## src/rtl/sprite_rom_arbiter.sv

```systemverilog
// Round-robin arbiter that shares one registered sprite ROM among N_REQ readers.
// Read latency is 2 cycles. Define SPRITE_ARB_LOCK_EN to enable burst locking.
module sprite_rom_arbiter #(
  parameter int N_REQ     = 4,
  parameter int AW        = 16,
  parameter int DW        = 12,
  parameter int ROM_DEPTH = 484,
  parameter int MAX_LOCK  = 16
) (
  input  logic                  clk,
  input  logic                  rst_n,
  input  logic [N_REQ-1:0]      req,
  input  logic [N_REQ*AW-1:0]   addr,
  input  logic [N_REQ-1:0]      lock,
  output logic [N_REQ-1:0]      gnt,
  output logic [AW-1:0]         rom_addr,
  output logic                  rom_en,
  input  logic [DW-1:0]         rom_dout,
  output logic                  rvalid,
  output logic [$clog2(N_REQ)-1:0] rid,
  output logic [DW-1:0]         rdata
);

  localparam int IW = $clog2(N_REQ);

  logic [IW-1:0] ptr;
  logic [IW-1:0] gnt_idx;
  logic          gnt_any;
  logic [AW-1:0] sel_addr;
  logic          sel_oor;
  logic          lock_hold;
  logic [IW-1:0] lock_owner;

  logic [IW-1:0] s1_id;
  logic          s1_oor;
  logic          s2_oor;

`ifdef SPRITE_ARB_LOCK_EN
  localparam int CW = $clog2(MAX_LOCK + 1);

  logic          lock_active;
  logic [CW-1:0] lock_cnt;

  // The owner keeps the bus while it holds req and lock, up to MAX_LOCK grants in a row.
  assign lock_hold = lock_active && req[lock_owner] && lock[lock_owner] &&
                     (lock_cnt < CW'(MAX_LOCK));

  always_ff @(posedge clk or negedge rst_n) begin
    if (!rst_n) begin
      lock_active <= 1'b0;
      lock_owner  <= '0;
      lock_cnt    <= '0;
    end else if (gnt_any && lock[gnt_idx]) begin
      if (lock_hold) begin
        lock_cnt <= lock_cnt + 1'b1;
      end else begin
        lock_active <= 1'b1;
        lock_owner  <= gnt_idx;
        lock_cnt    <= CW'(1);
      end
    end else begin
      lock_active <= 1'b0;
      lock_cnt    <= '0;
    end
  end
`else
  logic unused_lock;

  assign lock_hold   = 1'b0;
  assign lock_owner  = '0;
  assign unused_lock = ^lock;
`endif

  // NOTE: every combinational output gets a default before any branch, so no latch is inferred.
  always_comb begin
    logic [IW-1:0] idx;
    gnt_any = 1'b0;
    gnt_idx = '0;
    idx     = '0;
    for (int k = 0; k < N_REQ; k++) begin
      idx = IW'((int'(ptr) + k) % N_REQ);
      if (!gnt_any && req[idx]) begin
        gnt_any = 1'b1;
        gnt_idx = idx;
      end
    end
    if (lock_hold) begin
      gnt_any = 1'b1;
      gnt_idx = lock_owner;
    end
    if (!rst_n) begin
      gnt_any = 1'b0;
    end
  end

  assign gnt      = gnt_any ? (N_REQ'(1) << gnt_idx) : '0;
  assign sel_addr = addr[int'(gnt_idx)*AW +: AW];
  assign sel_oor  = (sel_addr >= AW'(ROM_DEPTH));

  // NOTE: all state is updated with non-blocking assignments so every register samples pre-edge values.
  always_ff @(posedge clk or negedge rst_n) begin
    if (!rst_n) begin
      ptr <= '0;
    end else if (gnt_any) begin
      ptr <= (gnt_idx == IW'(N_REQ - 1)) ? '0 : gnt_idx + 1'b1;
    end
  end

  // Stage 1 drives the ROM; stage 2 lines up with the ROM's registered output.
  always_ff @(posedge clk or negedge rst_n) begin
    if (!rst_n) begin
      rom_en   <= 1'b0;
      rom_addr <= '0;
      s1_id    <= '0;
      s1_oor   <= 1'b0;
      rvalid   <= 1'b0;
      rid      <= '0;
      s2_oor   <= 1'b0;
    end else begin
      rom_en <= gnt_any;
      if (gnt_any) begin
        rom_addr <= sel_oor ? '0 : sel_addr;
        s1_id    <= gnt_idx;
        s1_oor   <= sel_oor;
      end
      rvalid <= rom_en;
      rid    <= rom_en ? s1_id : '0;
      s2_oor <= rom_en && s1_oor;
    end
  end

  assign rdata = (rvalid && !s2_oor) ? rom_dout : '0;

endmodule
```

## config.mk

```make
export PLATFORM = sky130hd
export DESIGN_NAME = sprite_rom_arbiter
export DESIGN_NICKNAME = d
export VERILOG_FILES = /design/src/rtl/sprite_rom_arbiter.sv
export SDC_FILE = /design/constraint.sdc
export NUM_CORES = 1
export LEC_CHECK = 0
export CORE_AREA = 2 2 76 78
export CTS_CLUSTER_SIZE = 10
export DETAILED_ROUTE_END_ITERATION = 8
export DIE_AREA = 0 0 78 80
export GPL_TIMING_DRIVEN = 1
export PLACE_DENSITY_LB_ADDON = 0.25
export SLEW_MARGIN = 20
export SYNTH_ARGS = -nofsm -noshare
export SYNTH_HDL_FRONTEND = slang
export SYNTH_SLANG_ARGS = --single-unit
```

## constraint.sdc

```tcl
create_clock -name clk -period 2.4 [get_ports clk]
set_input_delay 0.48 -clock clk [delete_from_list [all_inputs] [get_ports clk]]
set_output_delay 0.48 -clock clk [all_outputs]
set_load 0.005 [all_outputs]
```

---- Word level (Yosys, flattened, before mapping) ----
Cells that the tools add are included.
word-level totals
  register bits after elaboration ......... 26
  bits in latches ......................... 0
  memory bits (writable) .................. 0
  memory bits (read-only) ................. 0
  input bits .............................. 86
  output and inout port bits .............. 36
  logic and storage cells ................. 51
  memories ................................ 0
cells by class
  add/subtract/negate cells ............... 4
  multipliers ............................. 0
  divide/modulo/power cells ............... 0
  $lt $le $gt $ge ......................... 5
  equality and inequality tests ........... 1
  shift operators ......................... 2
  muxes and demuxes ....................... 22
  bitwise gates (word level) .............. 0
  reduce and logical (&&, ||, !) cells .... 9
operator list
  operator                                                                      count
  64-bit by 7-bit variable part select with 16-bit output                       1
  16-bit by 9-bit >= comparator with 1-bit output, second input constant        1
  16-bit two-way mux                                                            1
  2-bit by 3-bit less-than comparator with 1-bit output, second input constant  4
  12-bit two-way mux                                                            1
  2-bit two-way mux                                                             6
  1-bit two-way mux                                                             9
  1-bit binary-select mux with 2-bit select                                     4
  1-bit logical AND                                                             5
  2-bit by 1-bit adder with 2-bit output, second input constant                 2
  2-bit adder, second input constant                                            2
  1-bit logical NOT                                                             4
  4-bit two-way mux                                                             1
  1-bit by 2-bit << shifter with 4-bit output, first input constant             1
  2-bit == test, second input constant                                          1

---- Logic depth before layout (Yosys ltp) ----
  depth in word-level cells ............... 15
  depth in mapped cells ................... 10
  gate-level depth less buffers ........... 8

---- Least setup slack after synthesis ----
No wires, ideal clock.
  path kind ............................... input-to-reg
  start ................................... input req[0]
  end ..................................... register rom_addr[0]
  library setup time ...................... 137 ps
  arrival ................................. 2,239 ps
  required time ........................... 2,263 ps
  setup slack ............................. 24 ps
  stages on the path ...................... 7
  buffers on the path ..................... 0
  cell sequence ........................... nor2b_2 > o21ai_1 > and3_1 > a211oi_1 > a2111o_1 > o41ai_4 > o21ai_1
between the ends
  word-level cells in the longest chain between the ends .. 15
  elaborated cells on any way between the ends .. 26
  classes of those cells .................. order compare: 1; shift: 1; mux: 18; reduce/logical: 6
ends and longest elaborated chain
  element                                                  RTL line  source
  from (decl)                                              12        input logic [N_REQ-1:0] req,
  1-bit binary-select mux with 2-bit select                82        if (!gnt_any && req[idx]) begin
  1-bit two-way mux (implied by the code)                  82
  1-bit two-way mux                                        82
  1-bit logical NOT                                        82
  1-bit logical AND                                        82
  1-bit two-way mux                                        82
  1-bit logical NOT                                        82
  1-bit logical AND                                        82
  1-bit two-way mux                                        82
  1-bit logical NOT                                        82
  1-bit logical AND                                        82
  2-bit two-way mux                                        82
  64-bit by 7-bit variable part select with 16-bit output  97        assign sel_addr = addr[int'(gnt_idx)*AW +: AW];
  16-bit by 9-bit >= comparator with 1-bit output          98        assign sel_oor = (sel_addr >= AW'(ROM_DEPTH));
  16-bit two-way mux                                       122       rom_addr <= sel_oor ? '0 : sel_addr;
  to (signal assigned)                                     122
  to (decl)                                                16        output logic [AW-1:0] rom_addr,
Parallel ways exist; a longest one is shown, timed or not. The select of a mux whose other input is x is not followed.
A chain may end at the register's enable or synchronous reset.

---- Worst setup path in the final report ----
  start ................................... input req[3]
  end ..................................... register rom_addr[6]
The elaborated chain is that of the path after synthesis.

==> metrics.txt <==
vias in the first global route 1836; hold endpoint rvalid$_DFF_PN0_; Synth Instances 172; H-tree levels 1; violated checks negative setup slack; Worst path max stage delay 0.47 ns; Core ar. 0.00541 mm2; Post-synth top flop dfrtp_1; area growth from synthesis to layout 108%; Least-Margin Pin Slew 0.356 ns; endpoints failing hold 0; RSZ-0062 raised after global routing true; initial antenna violation count 0; Leakage between 0.001 and 0.0015 uW; critical path buffer and inverter count 5; largest net degree at the start of global routing 27; DRT Pass-1 Iters 5; Clock Pin Slew Worst Setup and Hold Paths 0.08 ns; Placer Congestion just under 0.8; R2R cell count 10; CP Launch Type input port; Finished Cell Area about 0.0034 mm2; die area 0.00624 mm2; ANT nets after route 0; drt drc 0; Initial Util 0.299; Root Buffer clkbuf_8; fmax 404 MHz; Hold Startpoint rom_en$_DFF_PN0_; count leader, synth and2_1; critical-path cell list dlygate4sd2_1, inv_1, o211a_4, nor2_4, buf_6, buf_6, mux2i_2, a2111o_1, o41ai_4, buf_4, o21ai_1; gr usage total 0.165; # setup viols final 7; top post-synthesis cells by count and2_1 (27), dfrtp_1 (26), nand2_1 (18); # IOs 122; clock tree sinks 26; minimum clock period between 2 and 2.5 ns; Port Buffer Count between 100 and 150; skew final 0.00296 ns; max-slew violations 0; routed wire length 5370 um; flop-to-flop setup slack -0.07 ns; Crit. End Element register; Worst VDD drop 299 uV; cell depth of the worst hold path 0; CP top delay family compound AO/OA/AOI/OAI gates; Die X 78 um; Slew HR 0.760; CTS tree done; WS Path Type input port to register; Seq/Total Area, Yosys 0.402; Placement Setup Slack -0.632 ns; Hold Crit Class register to register; clock tree buffer depth 2; # diodes 0; WL per Instance 13.3 um; via density per instance 4.77; Synthesized Nets 262; area of the mapped netlist 0.00162 mm2; top-area cell type share of the netlist area 0.402; hpwl dp 4200 um; status finished, violations left; Vias 1927; Synth async-reset ratio 1.00; Synth area leaders dfrtp_1 (40%), and2_1 (10%), mux2i_1 (5.0%); CP max stage cell a2111o_1; Die Y 80 um; fin crit share 1.03; Fill cells 472; CP most frequent cell buf_6; site row count 27; area leader, netlist dfrtp_1; critical path required time 2.55 ns; Nets 424; terminus of the critical flop-to-flop path rom_addr[6]$_DFFE_PN0P_; number of DRC markers in iteration 0 86; share of cells above drive strength 1 0.268; max cap viols 0; Avg Inst Size Synth between 9 and 10 um2; global route total overflow 0; distinct cell type count after synthesis 39; Setup WS post-layout -0.0742 ns; first-pass GRT wire length just over 8000 um; synthesized flop and latch total 26; PD cells 583 mW/mm2; number of synthesized flops with an enable pin 0; setup TNS -0.381 ns; Final Util 0.622; Clock Latency Late Sink 0.26 ns; crit path DAT 2.62 ns; worst flop-to-flop path startpoint ptr[1]$_DFFE_PN0P_; CTS Hold Buffers Added 0; CTS Buf Count 3; Yosys warnings 0; worst-path fanout max 4; Area after DPL just over 0.003 mm2
-- power by group --
part           switching (uW)  internal, uW
clock network             122           112
registers                32.2           475
logic                     510           708
total                     664          1300
-- metal layers --
metal,share of wire,GRT usage,vias up,routed length [um]
met3,0.097,0.0362,2,518
met2,0.50,0.311,110,2680
met5,0,0,-,0
met1,0.40,0.191,881,2130
met4,0.0063,0.0351,0,34
li1,-,-,934,-
-- final cells by class --
class / instances / area [um2] / area share
clock buffer: 3 / 41.3 / 0.0123
inverter: 6 / 23.8 / 0.00707
multi-input combinational: 134 / 1010 / 0.301
sequential: 26 / 652 / 0.194
tap: 72 / 90.1 / 0.0268
timing repair buffer: 163 / 1540 / 0.459
-- what timing repair did --
| item | in CTS | in global routing |
|---|---|---|
| endpoints found under the setup margin | 14 | 26 |
| gates cloned | 0 | 0 |
| buffers inserted | 11 | 10 |
| pin swaps | 8 | 12 |
| resized for setup | 37 | 27 |
-- through the flow --
step / hold WS, ns / instances / power, uW
3_5_place_dp: 0.443 / 382 / 1440
2_1_floorplan: 0.184 / 172 / 954
6_report: 0.454 / 404 / 1960
3_3_place_gp: 0.433 / 382 / 1430
5_1_grt: 0.487 / 404 / 2100
4_1_cts: 0.463 / 395 / 1810
-- state kept, by name, indices dropped and copies added, names as in the netlist --
name,cells
rom_en,1
s1_oor,1
rom_addr,16
s1_id,2
s2_oor,1
ptr,2
rvalid,1
rid,2
-- worst max path at each step --
stage / start / end / slack [ns] / cells after the start
after global routing: ptr[1]$_DFFE_PN0P_ / rom_addr[6]$_DFFE_PN0P_ / -0.17 / 10
final: req[3] / rom_addr[6]$_DFFE_PN0P_ / -0.07 / 11
after detailed placement: req[0] / rom_addr[8]$_DFFE_PN0P_ / -0.63 / 12
after floorplan: req[0] / rom_addr[0]$_DFFE_PN0P_ / 0.02 / 7
after global placement: req[0] / rom_addr[8]$_DFFE_PN0P_ / -0.58 / 12
after CTS: ptr[1]$_DFFE_PN0P_ / rom_addr[8]$_DFFE_PN0P_ / -0.006 / 10
-- worst register-to-register path, cell delays in order (launching register included) --
cell,delay [ns]
dfrtp_1,0.43
and2_4,0.19
o211a_4,0.24
nor2_4,0.12
buf_6,0.11
buf_6,0.09
mux2i_2,0.07
a2111o_1,0.47
o41ai_4,0.38
buf_4,0.19
o21ai_1,0.07
-- cell families (layout without fill, tap and decap cells) --
kind of cell | Yosys count | after routing | share of synthesized area
and+or+nand+nor | 81 | 81 | 0.279
buffers and inverters | 12 | 172 | 0.0356
adders and majority gates | 4 | 4 | 0.0310
muxes | 11 | 11 | 0.0774
DFF | 26 | 26 | 0.402
AOI/OAI and AO/OA | 38 | 38 | 0.174
-- cell usage in the layout, fill, tap and decap left out, types with 3 or more instances in the layout --
| cell type | n |
|---|---|
| and2_4 | 4 |
| o21ai_1 | 10 |
| o21ai_0 | 10 |
| or4_1 | 4 |
| nor4_1 | 4 |
| mux2i_1 | 7 |
| clkdlybuf4s50_1 | 109 |
| nand2_1 | 18 |
| buf_4 | 37 |
| nand3_2 | 4 |
| nor2_1 | 7 |
| and3_1 | 3 |
| dfrtp_1 | 25 |
| clkdlybuf4s15_2 | 3 |
| and2_1 | 24 |
| clkbuf_8 | 3 |
| nand3_1 | 8 |
| inv_1 | 3 |
| buf_6 | 9 |
Note: power is estimated with default switching activity, not from simulation.
